--- src/rtl/sdram_arb_pkg.sv ---
// Shared types for the two-requester SDRAM arbiter.
package sdram_arb_pkg;
    localparam int unsigned NUM_REQ = 2;

    typedef logic [$clog2(NUM_REQ)-1:0] req_id_t;

    typedef enum logic {ARB_UNLOCKED, ARB_LOCKED} arb_state_t;
endpackage

--- src/rtl/id_fifo.sv ---
// FIFO of requester IDs for reads in flight; head names the owner of the next returning beat.
module id_fifo
    import sdram_arb_pkg::*;
#(
    parameter int unsigned DEPTH = 4
) (
    input  logic                    clk,
    input  logic                    rst_n,
    input  logic                    push,
    input  req_id_t                 push_id,
    input  logic                    pop,
    output req_id_t                 head_id,
    output logic                    full,
    output logic                    empty,
    output logic [$clog2(DEPTH):0]  count
);
    localparam int unsigned PTR_W = $clog2(DEPTH);
    localparam int unsigned CNT_W = PTR_W + 1;

    req_id_t          mem [DEPTH];
    logic [PTR_W-1:0] wr_ptr;
    logic [PTR_W-1:0] rd_ptr;
    logic             push_ok;
    logic             pop_ok;

    assign full    = (count == CNT_W'(DEPTH));
    assign empty   = (count == '0);
    assign push_ok = push & ~full;
    assign pop_ok  = pop & ~empty;
    assign head_id = mem[rd_ptr];

    // Pointers wrap naturally because DEPTH is a power of two.
    always_ff @(posedge clk or negedge rst_n) begin
        if (!rst_n) begin
            wr_ptr <= '0;
            rd_ptr <= '0;
            count  <= '0;
            for (int unsigned i = 0; i < DEPTH; i++) begin
                mem[i] <= '0;
            end
        end else begin
            if (push_ok) begin
                mem[wr_ptr] <= push_id;
                wr_ptr      <= wr_ptr + PTR_W'(1);
            end
            if (pop_ok) begin
                rd_ptr <= rd_ptr + PTR_W'(1);
            end
            if (push_ok && !pop_ok) begin
                count <= count + CNT_W'(1);
            end else if (pop_ok && !push_ok) begin
                count <= count - CNT_W'(1);
            end
        end
    end
endmodule

--- src/rtl/sdram_arbiter.sv ---
// Round-robin arbiter sharing one Avalon-MM SDRAM master between two requesters,
// with commands pinned across waitrequest and read data routed back in issue order.
module sdram_arbiter
    import sdram_arb_pkg::*;
#(
    parameter int unsigned MAX_OUTSTANDING = 4,
    parameter int unsigned ADDR_W          = 32,
    parameter int unsigned DATA_W          = 32
) (
    input  logic              clk,
    input  logic              rst_n,
    input  logic [ADDR_W-1:0] s0_address,
    input  logic              s0_read,
    input  logic              s0_write,
    input  logic [DATA_W-1:0] s0_writedata,
    output logic              s0_waitrequest,
    output logic [DATA_W-1:0] s0_readdata,
    output logic              s0_readdatavalid,
    input  logic [ADDR_W-1:0] s1_address,
    input  logic              s1_read,
    input  logic              s1_write,
    input  logic [DATA_W-1:0] s1_writedata,
    output logic              s1_waitrequest,
    output logic [DATA_W-1:0] s1_readdata,
    output logic              s1_readdatavalid,
    output logic [ADDR_W-1:0] master_address,
    output logic              master_read,
    output logic              master_write,
    output logic [DATA_W-1:0] master_writedata,
    input  logic              master_waitrequest,
    input  logic [DATA_W-1:0] master_readdata,
    input  logic              master_readdatavalid
);
    localparam int unsigned CNT_W = $clog2(MAX_OUTSTANDING) + 1;

    logic [ADDR_W-1:0]  s_addr [NUM_REQ];
    logic [DATA_W-1:0]  s_wdata [NUM_REQ];
    logic [NUM_REQ-1:0] s_rd, s_wr, elig, waitreq, rdv;

    arb_state_t state, state_nxt;
    req_id_t    lock_id, lock_id_nxt;
    req_id_t    last_grant, last_grant_nxt;
    req_id_t    grant_id;
    logic       grant_valid;
    logic       accept;

    logic [ADDR_W-1:0] addr_q;
    logic [DATA_W-1:0] wdata_q;

    req_id_t           head_id;
    logic              fifo_full;
    logic              fifo_empty;
    logic [CNT_W-1:0]  fifo_count;

    assign s_addr[0]  = s0_address;
    assign s_addr[1]  = s1_address;
    assign s_wdata[0] = s0_writedata;
    assign s_wdata[1] = s1_writedata;
    assign s_rd       = {s1_read, s0_read};
    assign s_wr       = {s1_write, s0_write};

    // Eligibility looks only at the registered count, so a coinciding pop does not free a slot.
    always_comb begin
        for (int unsigned i = 0; i < NUM_REQ; i++) begin
            elig[i] = s_wr[i] | (s_rd[i] & (fifo_count < CNT_W'(MAX_OUTSTANDING)));
        end
    end

    always_ff @(posedge clk or negedge rst_n) begin
        if (!rst_n) begin
            state      <= ARB_UNLOCKED;
            lock_id    <= '0;
            last_grant <= req_id_t'(1);
        end else begin
            state      <= state_nxt;
            lock_id    <= lock_id_nxt;
            last_grant <= last_grant_nxt;
        end
    end

    always_comb begin
        state_nxt      = state;
        lock_id_nxt    = lock_id;
        last_grant_nxt = last_grant;
        grant_valid    = 1'b0;
        grant_id       = '0;
        master_read    = 1'b0;
        master_write   = 1'b0;
        accept         = 1'b0;

        if (state == ARB_LOCKED) begin
            grant_valid = 1'b1;
            grant_id    = lock_id;
        end else if (elig[0] && elig[1]) begin
            grant_valid = 1'b1;
            grant_id    = ~last_grant;
        end else if (elig[0]) begin
            grant_valid = 1'b1;
            grant_id    = req_id_t'(0);
        end else if (elig[1]) begin
            grant_valid = 1'b1;
            grant_id    = req_id_t'(1);
        end

        master_read  = grant_valid & s_rd[grant_id];
        master_write = grant_valid & s_wr[grant_id];
        accept       = (master_read | master_write) & ~master_waitrequest;

        if (accept) begin
            state_nxt      = ARB_UNLOCKED;
            last_grant_nxt = grant_id;
        end else if (master_read || master_write) begin
            state_nxt   = ARB_LOCKED;
            lock_id_nxt = grant_id;
        end
    end

    // Address/data lines keep their last driven value while nothing is granted.
    always_ff @(posedge clk or negedge rst_n) begin
        if (!rst_n) begin
            addr_q  <= '0;
            wdata_q <= '0;
        end else if (grant_valid) begin
            addr_q  <= s_addr[grant_id];
            wdata_q <= s_wdata[grant_id];
        end
    end

    assign master_address   = grant_valid ? s_addr[grant_id] : addr_q;
    assign master_writedata = grant_valid ? s_wdata[grant_id] : wdata_q;

    always_comb begin
        for (int unsigned i = 0; i < NUM_REQ; i++) begin
            waitreq[i] = ~(accept && (grant_id == req_id_t'(i)));
            rdv[i]     = master_readdatavalid & ~fifo_empty & (head_id == req_id_t'(i));
        end
    end

    assign s0_waitrequest   = waitreq[0];
    assign s1_waitrequest   = waitreq[1];
    assign s0_readdatavalid = rdv[0];
    assign s1_readdatavalid = rdv[1];
    assign s0_readdata      = master_readdata;
    assign s1_readdata      = master_readdata;

    id_fifo #(
        .DEPTH (MAX_OUTSTANDING)
    ) u_id_fifo (
        .clk     (clk),
        .rst_n   (rst_n),
        .push    (accept & master_read & ~fifo_full),
        .push_id (grant_id),
        .pop     (master_readdatavalid),
        .head_id (head_id),
        .full    (fifo_full),
        .empty   (fifo_empty),
        .count   (fifo_count)
    );
endmodule

--- config.mk ---
export PLATFORM = sky130hd
export DESIGN_NAME = sdram_arbiter
export DESIGN_NICKNAME = d
export VERILOG_FILES = /design/src/rtl/sdram_arb_pkg.sv /design/src/rtl/id_fifo.sv /design/src/rtl/sdram_arbiter.sv
export SDC_FILE = /design/constraint.sdc
export NUM_CORES = 1
export LEC_CHECK = 0
export ABC_AREA = 1
export CAP_MARGIN = 25
export CORE_AREA = 2 2 117 119
export DETAILED_ROUTE_END_ITERATION = 10
export DIE_AREA = 0 0 119 121
export GPL_ROUTABILITY_DRIVEN = 1
export HOLD_SLACK_MARGIN = 0.06
export PLACE_DENSITY = 0.76
export SLEW_MARGIN = 20
export SYNTH_ARGS = -nofsm -noshare
export SYNTH_HDL_FRONTEND = slang
export SYNTH_SLANG_ARGS = --single-unit
--- constraint.sdc ---
create_clock -name clk -period 2.5 [get_ports clk]
set_input_delay 0.25 -clock clk [delete_from_list [all_inputs] [get_ports clk]]
set_output_delay 0.25 -clock clk [all_outputs]
set_load 0.02 [all_outputs]
==> metrics.cfg <==
[worst_setup_path]
cp_max_fo=21
crit_path_start_kind=flip-flop
path_class=reg -> out
cp.arrival_ns=2.19
cp-end-kind=primary output
regToRegSetupSlack_ns=0.08
required_ns=2.25

[placed_design]
portBuffers=205
gp_congestion=0.795
dp_hpwl_um=9610

[timing]
fin_worst_skew_ns=0.00643
finalCriticalPeriod_ns=2.44
hold_viol=0
finalCritPeriodShare=0.977
slew_violations=0
rsz0062_at_grt=yes
max_freq_mhz=410
hold_slack_ns=0.474
setup_viol=0
relSlewSlack=0.504
tightest_slew_ns=0.744

[power]
leakage_uw=0.00317
clock_power_share=0.185
vdd_drop_max_uv=512
p_per_area_nw_per_um2=1150
power.share.switching=0.404
pwr-share-comb=0.545
switchingPower_uw=3160
finalPower_uw=7820
p_int_uw=4660
p_seq_frac=0.270

[yosys]
yosysWarningCount=0
yosys.area.top_type_share=0.455
synth_edf_count=0
synthDistinctLibCells=26
yosys.area.top_type=dfrtp_1
synth-main-ff-cell=dfrtp_1
syn-cell-area_um2=4230
synth.area.top_cells=dfrtp_1, nand2_1, buf_4
synth_cells=519
synth_fp_nets=693
ys_ff_latch=78
yosysSeqAreaShare=0.461
syn_area_per_cell_um2=8.16
async_flop_share=1.00

[clock_tree]
clock-root-buffer=clkbuf_16
path_clk_slew_ns=0.06
cts_tree=done
htree_levels=3
clk_path_buf_depth=2
numCtsBuffers=9
clock_latency_ns=0.34
clock-sinks=78

[drt]
num_vias=4175
drc_errors=0
wire_per_inst_um=15.2
drt-pass1-iter-count=4
drt_iter0_drc=154
via_per_inst=4.66
wl_um=13600
postRouteAntennaNets=0

[floorplan]
die_w_um=119
start_util=0.323
floorplan.die_area_um2=14400
core-area_um2=13100
rows=42
io_pins=302
die_height_um=121

[layout]
syn_to_final_growth_pct=60.8
nets=888
antenna_cells=0
layout-drive-gt1-share=0.266

[grt]
overflow=0
grt_pass1_wl_um=20200
grt_usage=0.179
grt_max_degree=79
grt_pass1_vias=4105
antenna_found_initial=0

[hold_path]
hold_class=reg -> reg

[flow_run]
max_cap_violations=0

[status]
status=finished clean

==> routing by layer <==
| metal | part of all wire | global-route usage | up-vias |
|---|---|---|---|
| li1 | - | - | 2021 |
| met1 | 0.42 | 0.213 | 1956 |
| met2 | 0.48 | 0.296 | 168 |
| met3 | 0.070 | 0.0479 | 30 |
| met4 | 0.031 | 0.0945 | 0 |
| met5 | 0 | 0 | - |
==> power groups by stage <==
| stage | logic (uW) | registers (uW) | clock network [uW] |
|---|---|---|---|
| after floorplan | 2250 | 2070 | 0 |
| after global placement | 4250 | 2110 | 0 |
| after detailed placement | 4300 | 2130 | 0 |
| after CTS | 4030 | 2110 | 1480 |
| after global routing | 4610 | 2180 | 1530 |
| final | 4260 | 2110 | 1450 |
==> worst max-delay path, cell delays in order (launching register included) <==
cell and delay, ns:
dfrtp_1 0.37, inv_2 0.05, nand2_1 0.08, nand2_2 0.07, nor3_2 0.27, inv_4 0.11
buf_12 0.17, buf_4 0.15, buf_4 0.13, nor2_1 0.08, a31oi_1 0.05, dlygate4sd2_1 0.33
==> worst paths after layout <==
kind / startpoint / endpoint / cells past startpoint
min: last_grant / last_grant / 2
min reg2reg: last_grant / last_grant / 2
max reg2reg: u_id_fifo.count[2] / u_id_fifo.count[2] / 16
max: u_id_fifo.count[2] / master_address[14] / 11
max in group asynchronous: rst_n / addr_q[8] / 2
min in group asynchronous: rst_n / wdata_q[7] / 2
==> final cells by class <==
| class | instances | area (um2) |
|---|---|---|
| clock buffer | 11 | 243 |
| clock inverter | 5 | 81.3 |
| fill | 1212 | 6280 |
| inverter | 19 | 73.8 |
| multi-input combinational | 329 | 1730 |
| sequential | 78 | 1950 |
| tap | 176 | 220 |
| timing repair buffer | 277 | 2510 |
==> logic make-up (layout without fill, tap and decap cells) <==
kind of cell | count (synthesis) | after routing | synth area share
AOI/OAI and AO/OA | 77 | 77 | 0.113
xor gates and xnor gates | 4 | 4 | 0.00828
buffers and inverters | 112 | 312 | 0.174
adders and majority gates | 6 | 6 | 0.0195
DFF | 78 | 78 | 0.461
and+or+nand+nor | 242 | 242 | 0.225
==> stage by stage <==
step | setup slack [ns] | setup TNS, ns | util | area, um2 | std cells
2_1_floorplan | 0.292 | 0 | - | 4230 | 519
3_3_place_gp | -0.259 | -11.23 | 0.493 | 6450 | 871
3_5_place_dp | -0.270 | -13.86 | 0.493 | 6450 | 871
4_1_cts | 0.000340 | 0 | 0.517 | 6760 | 887
5_1_grt | -0.0653 | -0.243 | 0.520 | 6810 | 895
6_report | 0.0586 | 0 | 0.520 | 6810 | 895
==> repair_timing <==
item,in CTS,in global routing
gates resized for setup,152,194
pin swaps,0,3
hold endpoints to repair,0,77
buffers inserted,0,4
gates cloned,0,3
endpoints found under the setup margin,67,72
hold buffers,0,1
==> synthesized netlist by cell type (2+ instances only) <==
cell,number
a21oi_1,6
a31oi_1,65
buf_2,20
buf_4,67
buf_6,5
dfrtp_1,77
ha_1,5
inv_1,17
inv_2,2
nand2_1,158
nand3_1,8
nand4_1,4
nor2_1,68
o21ai_0,3
xor2_1,3
==> sequential cells by signal, summed over array words and instances (netlist names) <==
signal	count
addr_q	32
u_id_fifo.count	3
state	1
u_id_fifo.wr_ptr	2
u_id_fifo.rd_ptr	2
last_grant	1
wdata_q	32
u_id_fifo.mem	4
lock_id	1
==> placed cells by master, fill, tap and decap left out, drive strengths merged, types with 3 or more instances in the layout <==
cell type,Yosys,routed
a31oi,65,65
clkbuf,1,41
a21oi,6,6
buf,92,107
nand2,159,159
ha,5,5
nand4,4,4
o21ai,4,4
nand3,9,9
dlygate4sd2,0,3
dfrtp,77,77
inv,19,20
xor2,3,3
nor2,69,69
clkdlybuf4s50,0,136
Note: power is estimated with default switching activity, not from simulation.
